<file path="src/rtl/muldiv_pkg.sv">
// muldiv_pkg: shared constants for the MIPS multiply/divide unit.
//   - op codes carried on the unit's op input
//   - FSM state encoding
//   - MIPS SPECIAL func codes and a func -> op decode helper
//   - latched per-operation flags
package muldiv_pkg;

    // Operation codes presented on op with start.
    localparam logic [2:0] OP_MULT  = 3'd0;
    localparam logic [2:0] OP_MULTU = 3'd1;
    localparam logic [2:0] OP_DIV   = 3'd2;
    localparam logic [2:0] OP_DIVU  = 3'd3;
    localparam logic [2:0] OP_MTHI  = 3'd4;
    localparam logic [2:0] OP_MTLO  = 3'd5;
    localparam logic [2:0] OP_NONE  = 3'd7;   // ignored by the unit

    // FSM states.
    localparam logic [1:0] ST_IDLE = 2'd0;
    localparam logic [1:0] ST_RUN  = 2'd1;
    localparam logic [1:0] ST_FIX  = 2'd2;

    // MIPS SPECIAL-opcode func field values.
    localparam logic [5:0] FUNC_MFHI  = 6'h10;
    localparam logic [5:0] FUNC_MTHI  = 6'h11;
    localparam logic [5:0] FUNC_MFLO  = 6'h12;
    localparam logic [5:0] FUNC_MTLO  = 6'h13;
    localparam logic [5:0] FUNC_MULT  = 6'h18;
    localparam logic [5:0] FUNC_MULTU = 6'h19;
    localparam logic [5:0] FUNC_DIV   = 6'h1A;
    localparam logic [5:0] FUNC_DIVU  = 6'h1B;

    // Flags captured when an operation is accepted and consumed in FIX.
    typedef struct packed {
        logic is_div;    // divide datapath selected
        logic neg_q;     // negate product (multiply) or quotient (divide)
        logic neg_r;     // remainder takes a negative dividend's sign
        logic div_zero;  // divisor was zero: quotient forced to all ones
    } mdu_flags_t;

    // Decode: MFHI/MFLO read HI/LO directly and never start the unit,
    // so they map to OP_NONE along with every non-MDU func.
    function automatic logic [2:0] func_to_op(input logic [5:0] func);
        case (func)
            FUNC_MULT:  return OP_MULT;
            FUNC_MULTU: return OP_MULTU;
            FUNC_DIV:   return OP_DIV;
            FUNC_DIVU:  return OP_DIVU;
            FUNC_MTHI:  return OP_MTHI;
            FUNC_MTLO:  return OP_MTLO;
            default:    return OP_NONE;
        endcase
    endfunction

endpackage

</file>
<file path="src/rtl/muldiv_if.sv">
// muldiv_if: issue-stage <-> multiply/divide unit handshake.
//   master (issue stage): drives start, op, rs_data, rt_data, cancel;
//                         observes busy, done, hi, lo.
//   slave  (muldiv_unit): the reverse.
interface muldiv_if #(
    parameter int WIDTH = 32
);
    logic             start;
    logic [2:0]       op;
    logic [WIDTH-1:0] rs_data;
    logic [WIDTH-1:0] rt_data;
    logic             cancel;
    logic             busy;
    logic             done;
    logic [WIDTH-1:0] hi;
    logic [WIDTH-1:0] lo;

    modport master (
        output start, op, rs_data, rt_data, cancel,
        input  busy, done, hi, lo
    );

    modport slave (
        input  start, op, rs_data, rt_data, cancel,
        output busy, done, hi, lo
    );
endinterface

</file>
<file path="src/rtl/muldiv_step.sv">
// muldiv_step: one combinational iteration of the iterative multiplier or
// divider, selected by is_div.
//   is_div   in  1        0: shift-add multiply, 1: restoring divide
//   acc      in  2*WIDTH  multiply: {partial product, remaining multiplier}
//                         divide:   {remainder, remaining dividend/quotient}
//   operand  in  WIDTH    multiplicand or divisor (magnitude)
//   acc_next out 2*WIDTH  accumulator after this iteration
module muldiv_step #(
    parameter int WIDTH = 32
) (
    input  logic               is_div,
    input  logic [2*WIDTH-1:0] acc,
    input  logic [WIDTH-1:0]   operand,
    output logic [2*WIDTH-1:0] acc_next
);
    logic [WIDTH:0] sum;
    logic [WIDTH:0] shifted;
    logic [WIDTH:0] trial;

    always_comb begin
        // Multiply: add the multiplicand when the multiplier LSB is set,
        // then shift the whole {carry, acc} right one place.
        sum = {1'b0, acc[2*WIDTH-1:WIDTH]} + (acc[0] ? {1'b0, operand} : '0);

        // Divide: bring the next dividend bit into the remainder and try
        // the subtract one bit wider, so the top bit is the borrow.
        shifted = acc[2*WIDTH-1:WIDTH-1];
        trial   = shifted - {1'b0, operand};

        if (is_div) begin
            if (trial[WIDTH]) begin
                acc_next = {shifted[WIDTH-1:0], acc[WIDTH-2:0], 1'b0};
            end else begin
                acc_next = {trial[WIDTH-1:0], acc[WIDTH-2:0], 1'b1};
            end
        end else begin
            acc_next = {sum, acc[WIDTH-1:1]};
        end
    end
endmodule

</file>
<file path="src/rtl/muldiv_unit.sv">
// muldiv_unit: iterative MULT/MULTU/DIV/DIVU with architectural HI/LO and
// MTHI/MTLO writes, under a start/busy/done handshake.
//   clock    in   rising-edge clock
//   reset_n  in   asynchronous active-low reset
//   bus      slave modport of muldiv_if (start, op, rs_data, rt_data,
//            cancel in; busy, done, hi, lo out)
// Optional feature: define MULDIV_EARLY_OUT_EN to skip the iterations when a
// multiply operand is zero or a divisor is zero (IDLE goes straight to FIX).
module muldiv_unit
    import muldiv_pkg::*;
#(
    parameter int WIDTH = 32
) (
    input  logic      clock,
    input  logic      reset_n,
    muldiv_if.slave   bus
);
    localparam int CNT_W = $clog2(WIDTH + 1);

    logic [1:0]         state_reg, state_next;
    logic [CNT_W-1:0]   cnt_reg, cnt_next;
    logic [2*WIDTH-1:0] acc_reg, acc_next;
    logic [WIDTH-1:0]   b_reg, b_next;
    mdu_flags_t         flags_reg, flags_next;
    logic [WIDTH-1:0]   hi_reg, hi_next;
    logic [WIDTH-1:0]   lo_reg, lo_next;
    logic               busy_reg, busy_next;
    logic               done_reg, done_next;

    // Operand preparation at accept time.
    logic               is_mdu_op, is_div_op, is_signed_op;
    logic               a_neg, b_neg;
    logic [WIDTH-1:0]   a_mag, b_mag;
    // Result formatting in FIX.
    logic [2*WIDTH-1:0] prod, acc_step;
    logic [WIDTH-1:0]   quo, rem, res_hi, res_lo;

    muldiv_step #(.WIDTH(WIDTH)) u_step (
        .is_div   (flags_reg.is_div),
        .acc      (acc_reg),
        .operand  (b_reg),
        .acc_next (acc_step)
    );

    always_comb begin
        is_mdu_op    = (bus.op[2] == 1'b0);
        is_div_op    = (bus.op == OP_DIV) || (bus.op == OP_DIVU);
        is_signed_op = (bus.op == OP_MULT) || (bus.op == OP_DIV);
        a_neg        = is_signed_op & bus.rs_data[WIDTH-1];
        b_neg        = is_signed_op & bus.rt_data[WIDTH-1];
        a_mag        = a_neg ? -bus.rs_data : bus.rs_data;
        b_mag        = b_neg ? -bus.rt_data : bus.rt_data;

        prod   = flags_reg.neg_q ? -acc_reg : acc_reg;
        quo    = flags_reg.neg_q ? -acc_reg[WIDTH-1:0] : acc_reg[WIDTH-1:0];
        rem    = flags_reg.neg_r ? -acc_reg[2*WIDTH-1:WIDTH] : acc_reg[2*WIDTH-1:WIDTH];
        // With a zero divisor every trial subtract succeeds, so the
        // remainder already equals the dividend; only LO needs forcing.
        if (flags_reg.div_zero) begin
            quo = '1;
        end
        res_hi = flags_reg.is_div ? rem : prod[2*WIDTH-1:WIDTH];
        res_lo = flags_reg.is_div ? quo : prod[WIDTH-1:0];
    end

    always_comb begin
        state_next = state_reg;
        cnt_next   = cnt_reg;
        acc_next   = acc_reg;
        b_next     = b_reg;
        flags_next = flags_reg;
        hi_next    = hi_reg;
        lo_next    = lo_reg;
        busy_next  = busy_reg;
        done_next  = 1'b0;

        case (state_reg)
            ST_IDLE: begin
                // A flush in the same cycle suppresses any request.
                if (bus.start && !bus.cancel) begin
                    if (is_mdu_op) begin
                        flags_next.is_div   = is_div_op;
                        flags_next.neg_q    = a_neg ^ b_neg;
                        flags_next.neg_r    = is_div_op & a_neg;
                        flags_next.div_zero = is_div_op && (bus.rt_data == '0);
                        // Multiply: rt is the shifted multiplier, rs is added.
                        // Divide: rs is shifted through, rt is subtracted.
                        acc_next   = {{WIDTH{1'b0}}, is_div_op ? a_mag : b_mag};
                        b_next     = is_div_op ? b_mag : a_mag;
                        cnt_next   = '0;
                        busy_next  = 1'b1;
                        state_next = ST_RUN;
`ifdef MULDIV_EARLY_OUT_EN
                        // Preload what the full iteration would have left.
                        if (is_div_op && (bus.rt_data == '0)) begin
                            acc_next   = {a_mag, {WIDTH{1'b0}}};
                            state_next = ST_FIX;
                        end else if (!is_div_op &&
                                     ((bus.rs_data == '0) || (bus.rt_data == '0))) begin
                            acc_next   = '0;
                            state_next = ST_FIX;
                        end
`endif
                    end else if (bus.op == OP_MTHI) begin
                        hi_next = bus.rs_data;
                    end else if (bus.op == OP_MTLO) begin
                        lo_next = bus.rs_data;
                    end
                end
            end

            ST_RUN: begin
                if (bus.cancel) begin
                    busy_next  = 1'b0;
                    state_next = ST_IDLE;
                end else begin
                    acc_next = acc_step;
                    cnt_next = cnt_reg + 1'b1;
                    if (cnt_reg == CNT_W'(WIDTH - 1)) begin
                        state_next = ST_FIX;
                    end
                end
            end

            ST_FIX: begin
                busy_next  = 1'b0;
                state_next = ST_IDLE;
                if (!bus.cancel) begin
                    hi_next   = res_hi;
                    lo_next   = res_lo;
                    done_next = 1'b1;
                end
            end

            default: begin
                busy_next  = 1'b0;
                state_next = ST_IDLE;
            end
        endcase
    end

    always_ff @(posedge clock or negedge reset_n) begin
        if (!reset_n) begin
            state_reg <= ST_IDLE;
            cnt_reg   <= '0;
            acc_reg   <= '0;
            b_reg     <= '0;
            flags_reg <= '0;
            hi_reg    <= '0;
            lo_reg    <= '0;
            busy_reg  <= 1'b0;
            done_reg  <= 1'b0;
        end else begin
            state_reg <= state_next;
            cnt_reg   <= cnt_next;
            acc_reg   <= acc_next;
            b_reg     <= b_next;
            flags_reg <= flags_next;
            hi_reg    <= hi_next;
            lo_reg    <= lo_next;
            busy_reg  <= busy_next;
            done_reg  <= done_next;
        end
    end

    assign bus.busy = busy_reg;
    assign bus.done = done_reg;
    assign bus.hi   = hi_reg;
    assign bus.lo   = lo_reg;
endmodule

</file>
<file path="src/flat_wrapper.sv">
// flat-port wrapper written by rule: the top's interface ports become plain ports
module muldiv_unit_flat import muldiv_pkg::*;
#(
    parameter int WIDTH = 32
)
  (clock, reset_n, bus_start, bus_op, bus_rs_data, bus_rt_data, bus_cancel, bus_busy, bus_done, bus_hi, bus_lo);
  muldiv_if #(.WIDTH(WIDTH)) bus_i ();
  input  logic clock;
  input  logic reset_n;
  input wire logic [$bits(bus_i.start)-1:0] bus_start;
  input wire logic [$bits(bus_i.op)-1:0] bus_op;
  input wire logic [$bits(bus_i.rs_data)-1:0] bus_rs_data;
  input wire logic [$bits(bus_i.rt_data)-1:0] bus_rt_data;
  input wire logic [$bits(bus_i.cancel)-1:0] bus_cancel;
  output wire logic [$bits(bus_i.busy)-1:0] bus_busy;
  output wire logic [$bits(bus_i.done)-1:0] bus_done;
  output wire logic [$bits(bus_i.hi)-1:0] bus_hi;
  output wire logic [$bits(bus_i.lo)-1:0] bus_lo;
  assign bus_i.start = bus_start;
  assign bus_i.op = bus_op;
  assign bus_i.rs_data = bus_rs_data;
  assign bus_i.rt_data = bus_rt_data;
  assign bus_i.cancel = bus_cancel;
  assign bus_busy = bus_i.busy;
  assign bus_done = bus_i.done;
  assign bus_hi = bus_i.hi;
  assign bus_lo = bus_i.lo;
  muldiv_unit #(.WIDTH(WIDTH)) u_core (.clock(clock), .reset_n(reset_n), .bus(bus_i));
endmodule
</file>
<file path="config.mk">
export PLATFORM = sky130hd
export DESIGN_NAME = muldiv_unit_flat
export DESIGN_NICKNAME = d
export VERILOG_FILES = /design/src/rtl/muldiv_pkg.sv /design/src/rtl/muldiv_if.sv /design/src/rtl/muldiv_step.sv /design/src/rtl/muldiv_unit.sv /design/src/flat_wrapper.sv
export SDC_FILE = /design/constraint.sdc
export NUM_CORES = 1
export LEC_CHECK = 0
export CAP_MARGIN = 20
export CORE_MARGIN = 3
export CORE_UTILIZATION = 50
export CTS_BUF_LIST = sky130_fd_sc_hd__clkbuf_8
export CTS_CLUSTER_SIZE = 8
export DETAILED_ROUTE_END_ITERATION = 6
export GPL_ROUTABILITY_DRIVEN = 0
export PLACE_DENSITY_LB_ADDON = 0.08
export REMOVE_ABC_BUFFERS = 1
export SLEW_MARGIN = 10
export SYNTH_ARGS = -nofsm -noshare
export SYNTH_HDL_FRONTEND = slang
export SYNTH_SLANG_ARGS = --single-unit
</file>
<file path="constraint.sdc">
create_clock -name clock -period 9.6 [get_ports clock]
set_input_delay 1.92 -clock clock [delete_from_list [all_inputs] [get_ports clock]]
set_output_delay 1.92 -clock clock [all_outputs]
set_load 0.01 [all_outputs]
</file>
# Word-level counts from Yosys, hierarchy flattened
# Cells that the tools add are included.
# W data, S select, Z words.
word_totals:
  regBits: 174
  in_bits: 71
  output_inout_bits: 66
  elab_cells: 101
op_classes:
  addsub: 8
  eq_ne: 17
  mux: 43
  bitwise: 5
  reduce_logical: 16
ops:
  columns: ["cell", "count"]
  rows:
  - ["$mux W32", 19]
  - ["$mux W64", 6]
  - ["$neg A32 Y32", 4]
  - ["$pmux W32 S2", 2]
  - ["$pmux W64 S2", 1]
  - ["$neg A64 Y64", 1]
  - ["$add A32 B33 Y33", 1]
  - ["$sub A33 B32 Y33", 1]
  - ["$logic_not A32 Y1", 1]
  - ["$mux W6", 3]
  - ["$ne A2 B2 Y1 const B", 6]
  - ["$pmux W6 S2", 1]
  - ["$reduce_and A3 Y1", 3]
  - ["$mux W2", 4]
  - ["$add A6 B1 Y6 const B", 1]
  - ["$eq A3 B2 Y1 const B", 2]
  - ["$eq A3 B3 Y1 const B", 2]
  - ["$eq A6 B5 Y1 const B", 1]
  - ["$ne A2 B1 Y1 const B", 3]
  - ["$reduce_and A6 Y1", 1]
  - ["$mux W1", 5]
  - ["$reduce_and A5 Y1", 1]
  - ["$pmux W2 S2", 1]
  - ["$reduce_and A4 Y1", 1]
  - ["other kinds (13)", 18]

# Logic depth before layout (Yosys ltp)
logic_depth:
  depth_word: 8
  ltp_mapped: 15
  depth_no_buf: 14

# Hierarchy
# From an unflattened synthesis, not the netlist that was laid out.
hier_totals:
  hier_cells: 2019
  area_unflattened_um2: 15708.8
modules_own_cells:
  columns: ["mod", "n_inst", "cells_per_inst", "area_per_inst_um2", "seq_area_each_um2"]
  rows:
  - ["muldiv_unit", 1, 1331, 10887.9, 4354.2]
  - ["muldiv_step", 1, 688, 4820.9, 0.0]

# Worst setup path before layout
# OpenSTA, ideal clock, no wires.
synth_path:
  path_kind: "input-to-reg"
  start: "input port bus_rt_data[10]"
  end: "register u_core.acc_reg[27]"
  t_arrival_ns: 4.330
  required_time_ns: 9.461
  path_slack_ns: 5.131
  path_stages: 9
  path_buffers: 1
  cell_sequence: "or4_1 or3_1 nor3_1 nand2_1 or4_1 clkbuf_1 o41ai_1 xor2_1 o221ai_1"
synth_via:
  elab_chain_cells: 6
synth_lines:
  columns: ["element", "line_no", "source"]
  rows:
  - ["from (decl)", "flat_wrapper.sv:13", "input wire logic [$bits(bus_i.rt_data)-1:0] bus_rt_data;"]
  - ["$neg A32 Y32", "muldiv_unit.sv:52", "b_mag = b_neg ? -bus.rt_data : bus.rt_data;"]
  - ["$mux W32", "muldiv_unit.sv:52", null]
  - ["$mux W32", "muldiv_unit.sv:88", "acc_next = {{WIDTH{1'b0}}, is_div_op ? a_mag : b_mag};"]
  - ["$mux W64", "muldiv_unit.sv:81", "if (is_mdu_op) begin"]
  - ["$mux W64", "muldiv_unit.sv:80", "if (bus.start && !bus.cancel) begin"]
  - ["$pmux W64 S2", "muldiv_unit.sv:77", "case (state_reg)"]
  - ["to (signal assigned)", "muldiv_unit.sv:156", "acc_reg <= acc_next;"]
  - ["to (decl)", "muldiv_unit.sv:22", "logic [2*WIDTH-1:0] acc_reg, acc_next;"]
# No other way between the ends. The select of a mux whose other input is x is not followed.
# A chain may end at the register's enable or synchronous reset.

# Worst setup path after layout
layout_path:
  start: "register u_core.acc_reg[31]"
  end: "register u_core.acc_reg[61]"
layout_via:
  elab_chain_cells: 5
layout_lines:
  columns: ["element", "line_no", "source"]
  rows:
  - ["$sub A33 B32 Y33", "muldiv_step.sv:28", "trial = shifted - {1'b0, operand};"]
  - ["$mux W64", "muldiv_step.sv:31", "if (trial[WIDTH]) begin"]
  - ["$mux W64", "muldiv_step.sv:30", "if (is_div) begin"]
  - ["$mux W64", "muldiv_unit.sv:113", "if (bus.cancel) begin"]
  - ["$pmux W64 S2", "muldiv_unit.sv:77", null]
# No other way between the ends. The select of a mux whose other input is x is not followed.

==> metrics.txt <==
number of flip-flops in the largest register 64; Synth-to-Final Area Change 13.2%; CTS root buffer clkbuf_8; initial antenna violation count 0; Tmin final 4.99 ns; dpl hpwl 36600 um; final setup fails 0; Via-to-Cell Ratio around 6.3; register-to-register setup slack 4.61 ns; row count 62; Max IR drop VDD about 130 uV; Critical Path Max Stage Delay ~0.70 ns; Antenna Cells 0; crit-path max FO 32; leakage 0.00711 uW; Max Slew Vio Count 0; Core ar. 29000 um^2; hold wc startpoint u_core.bus.hi[23]$_DFFE_PN0P_; Cell Area, Placed 16400 um^2; final WL 50100 um; crit path cell chain inv_1 -> ha_1 -> fa_1 -> nand2b_1 -> a21oi_1 -> o22ai_1 -> o21ai_1 -> a211oi_1 -> o31ai_1 -> xor2_4 -> buf_4 -> mux2_2 -> a211o_1; WP data required about 10 ns; hold slack 0.483 ns; status finished clean; Peak Freq around 200 MHz; Crit. Startpoint u_core.acc_reg[31]$_DFFE_PN0P_; GRT overflow 0; CP Class reg2reg; post-CTS setup buffers 0; nets@finish 2109; Final Cell Area 16800 um^2; CTS Buf Count 17; Routed Antenna Nets 0; Arr. time, crit path 5.37 ns; initial core utilization 51.2%; Least-Margin Pin Slew 1.10 ns; drt initial violations 1433; Synth Instances 1920; Die H 178 um; CTS sink count roughly 170; Mean Syn Cell Area 7.74 um^2; Port Buffers 136; Hold-fix buffers, CTS 0; delay-heaviest family, CP compound AO/OA/AOI/OAI gates; I/O pins 137; number of global-route vias before repair between 10000 and 15000; async set-reset flop share out of synthesis 100%; worst reg2reg startpoint u_core.acc_reg[31]$_DFFE_PN0P_; Post-Syn Area around 15000 um^2; Critical R2R Capture u_core.acc_reg[61]$_DFFE_PN0P_; Routed WL per cell 21.2 um; CTS tree yes; DR pass1 iterations 6; Power per Cell Area 253 nW/um^2; worst hold path stage count 2; Worst Skew between 0.015 and 0.02 ns; critical path launch point type register; sequential area share after synthesis between 20% and 30%; Reg clk slew, reported paths 0.10 ns; CTS H-tree depth 4; global-route wire length before repair around 78000 um; Ys Warns 0; # DRC 0; TNS Setup 0 ns; Post-CTS Resized 0; Bufs on Longest Clock Path 2; Layout fillers about 2800; CP max stage cell o31ai_1; EDFF count, synth 0; GRT Util Overall 31.4%; FF-to-FF path depth 13; top_reg_cell synth dfrtp_1; share of cells above drive strength 1 between 4 and 5%; Slew headroom a little over a quarter; largest net degree at the start of global routing slightly above 100; buffers and inverters on the worst path 2; MaxCap Viol Count 0; Hold Path Class reg2reg; Vias 14800; worst-skew pair later-pin latency approximately 0.50 ns; final hold vios 0; Unique masters post-synth 80; Die W 178 um; Design Power 4250 uW; RSZ-0062 raised after global routing false; period utilization 51.9%; die area 31800 um^2; register bit total from synthesis 174; Setup crit end kind register; Min-Delay Endpoint u_core.bus.hi[23]$_DFFE_PN0P_
layout by cell type, fill, tap and decap left out, types with 9 or more instances in the layout:
| master | n |
|---|---|
| dfrtp_1 | 173 |
| nand3_1 | 27 |
| xnor2_1 | 101 |
| a22oi_1 | 19 |
| and3_1 | 9 |
| nor2_1 | 211 |
| o22ai_1 | 37 |
| or4_1 | 12 |
| nor3_1 | 46 |
| nand2b_1 | 24 |
| o41ai_1 | 9 |
| mux2i_1 | 71 |
| inv_1 | 62 |
| a21o_1 | 25 |
| xor2_1 | 71 |
| and2_1 | 12 |
| clkdlybuf4s50_1 | 134 |
| nand4_1 | 12 |
| nor4_1 | 14 |
| buf_4 | 16 |
| a21oi_1 | 167 |
| o21ai_0 | 196 |
| a221o_1 | 10 |
| o31ai_1 | 25 |
| clkbuf_8 | 18 |
| a31oi_1 | 16 |
| o221ai_1 | 10 |
| or3_1 | 15 |
| ha_1 | 69 |
| nand2_1 | 210 |
| o211ai_1 | 14 |
worst max path at each step:
stage | endpoint | depth (start not counted)
final | u_core.acc_reg[61]$_DFFE_PN0P_ | 13
after global routing | u_core.acc_reg[61]$_DFFE_PN0P_ | 13
after CTS | u_core.acc_reg[61]$_DFFE_PN0P_ | 13
after detailed placement | u_core.acc_reg[27]$_DFFE_PN0P_ | 9
after global placement | u_core.acc_reg[27]$_DFFE_PN0P_ | 9
after floorplan | u_core.acc_reg[61]$_DFFE_PN0P_ | 5
cells in the mapped netlist (10+ instances only):
cell type,number,area share (%)
a22oi_1,19,0.96
or3_1,15,0.63
nor2_1,213,5.4
xnor2_1,101,6.0
or4_1,12,0.61
inv_1,61,1.5
o221ai_1,10,0.59
nand2b_1,24,1.0
a31oi_1,16,0.67
clkbuf_1,109,2.8
o31ai_1,26,1.3
a21o_1,25,1.3
dfrtp_1,174,29
nand3_1,27,0.91
nor3_1,46,1.5
ha_1,69,5.8
nand4_1,12,0.51
nand2_1,211,5.3
o211ai_1,14,0.71
xor2_1,72,4.2
a221o_1,10,0.67
o22ai_1,37,1.6
a21oi_1,167,5.6
and2_1,12,0.51
mux2i_1,71,4.8
nor4_1,15,0.63
o21ai_0,196,6.6
worst register-to-register path: cells and delay by family (launching register included):
family	cells	cell delay, ns
compound gates	6	2.13
xor+xnor	1	0.37
fa+ha+maj	2	0.61
buf+inv	2	0.59
flops	1	0.57
mux	1	0.41
simple gates	1	0.20
through the flow:
stage	cells	setup WS, ns	utilization (%)
floorplan	1795	1.29	-
global placement	2331	4.32	56.5
detailed placement	2331	4.24	56.5
CTS	2363	4.70	57.9
global route	2364	4.37	58.0
finish	2364	4.61	58.0
per-layer routing:
metal / up-vias / part of all wire, % / global-route usage (%)
met2: 618 / 46 / 50.1
met4: 0 / 4.5 / 13.8
met5: - / 0 / 0
met3: 122 / 7.3 / 4.85
met1: 7091 / 42 / 42.2
li1: 6967 / - / -
cell type report:
| cell class | count | area [um^2] | share of cell area [%] |
|---|---|---|---|
| well taps | 384 | 480 | 2.86 |
| flip-flops and latches | 174 | 4360 | 25.9 |
| clock buffers | 18 | 248 | 1.47 |
| multi-input cells | 1559 | 9840 | 58.5 |
| inverters | 62 | 233 | 1.38 |
| clock inverters | 14 | 168 | 0.997 |
| repair buffers | 153 | 1500 | 8.90 |
cells by family after synthesis:
kind of cell / after synthesis / share of synthesized area, %
simple gates: 635 / 19.7
compound gates: 607 / 24.9
buf+inv: 187 / 4.86
flops: 174 / 29.3
xor+xnor: 173 / 10.2
mux: 73 / 4.94
fa+ha+maj: 71 / 6.08
power by group:
part | internal, uW | leakage, uW | total, uW | switching (uW)
combinational | 1050 | 0.00471 | 2440 | 1380
clock | 264 | 0.000210 | 567 | 303
sequential | 929 | 0.00220 | 1250 | 317
(Power assumes the default switching activity.)
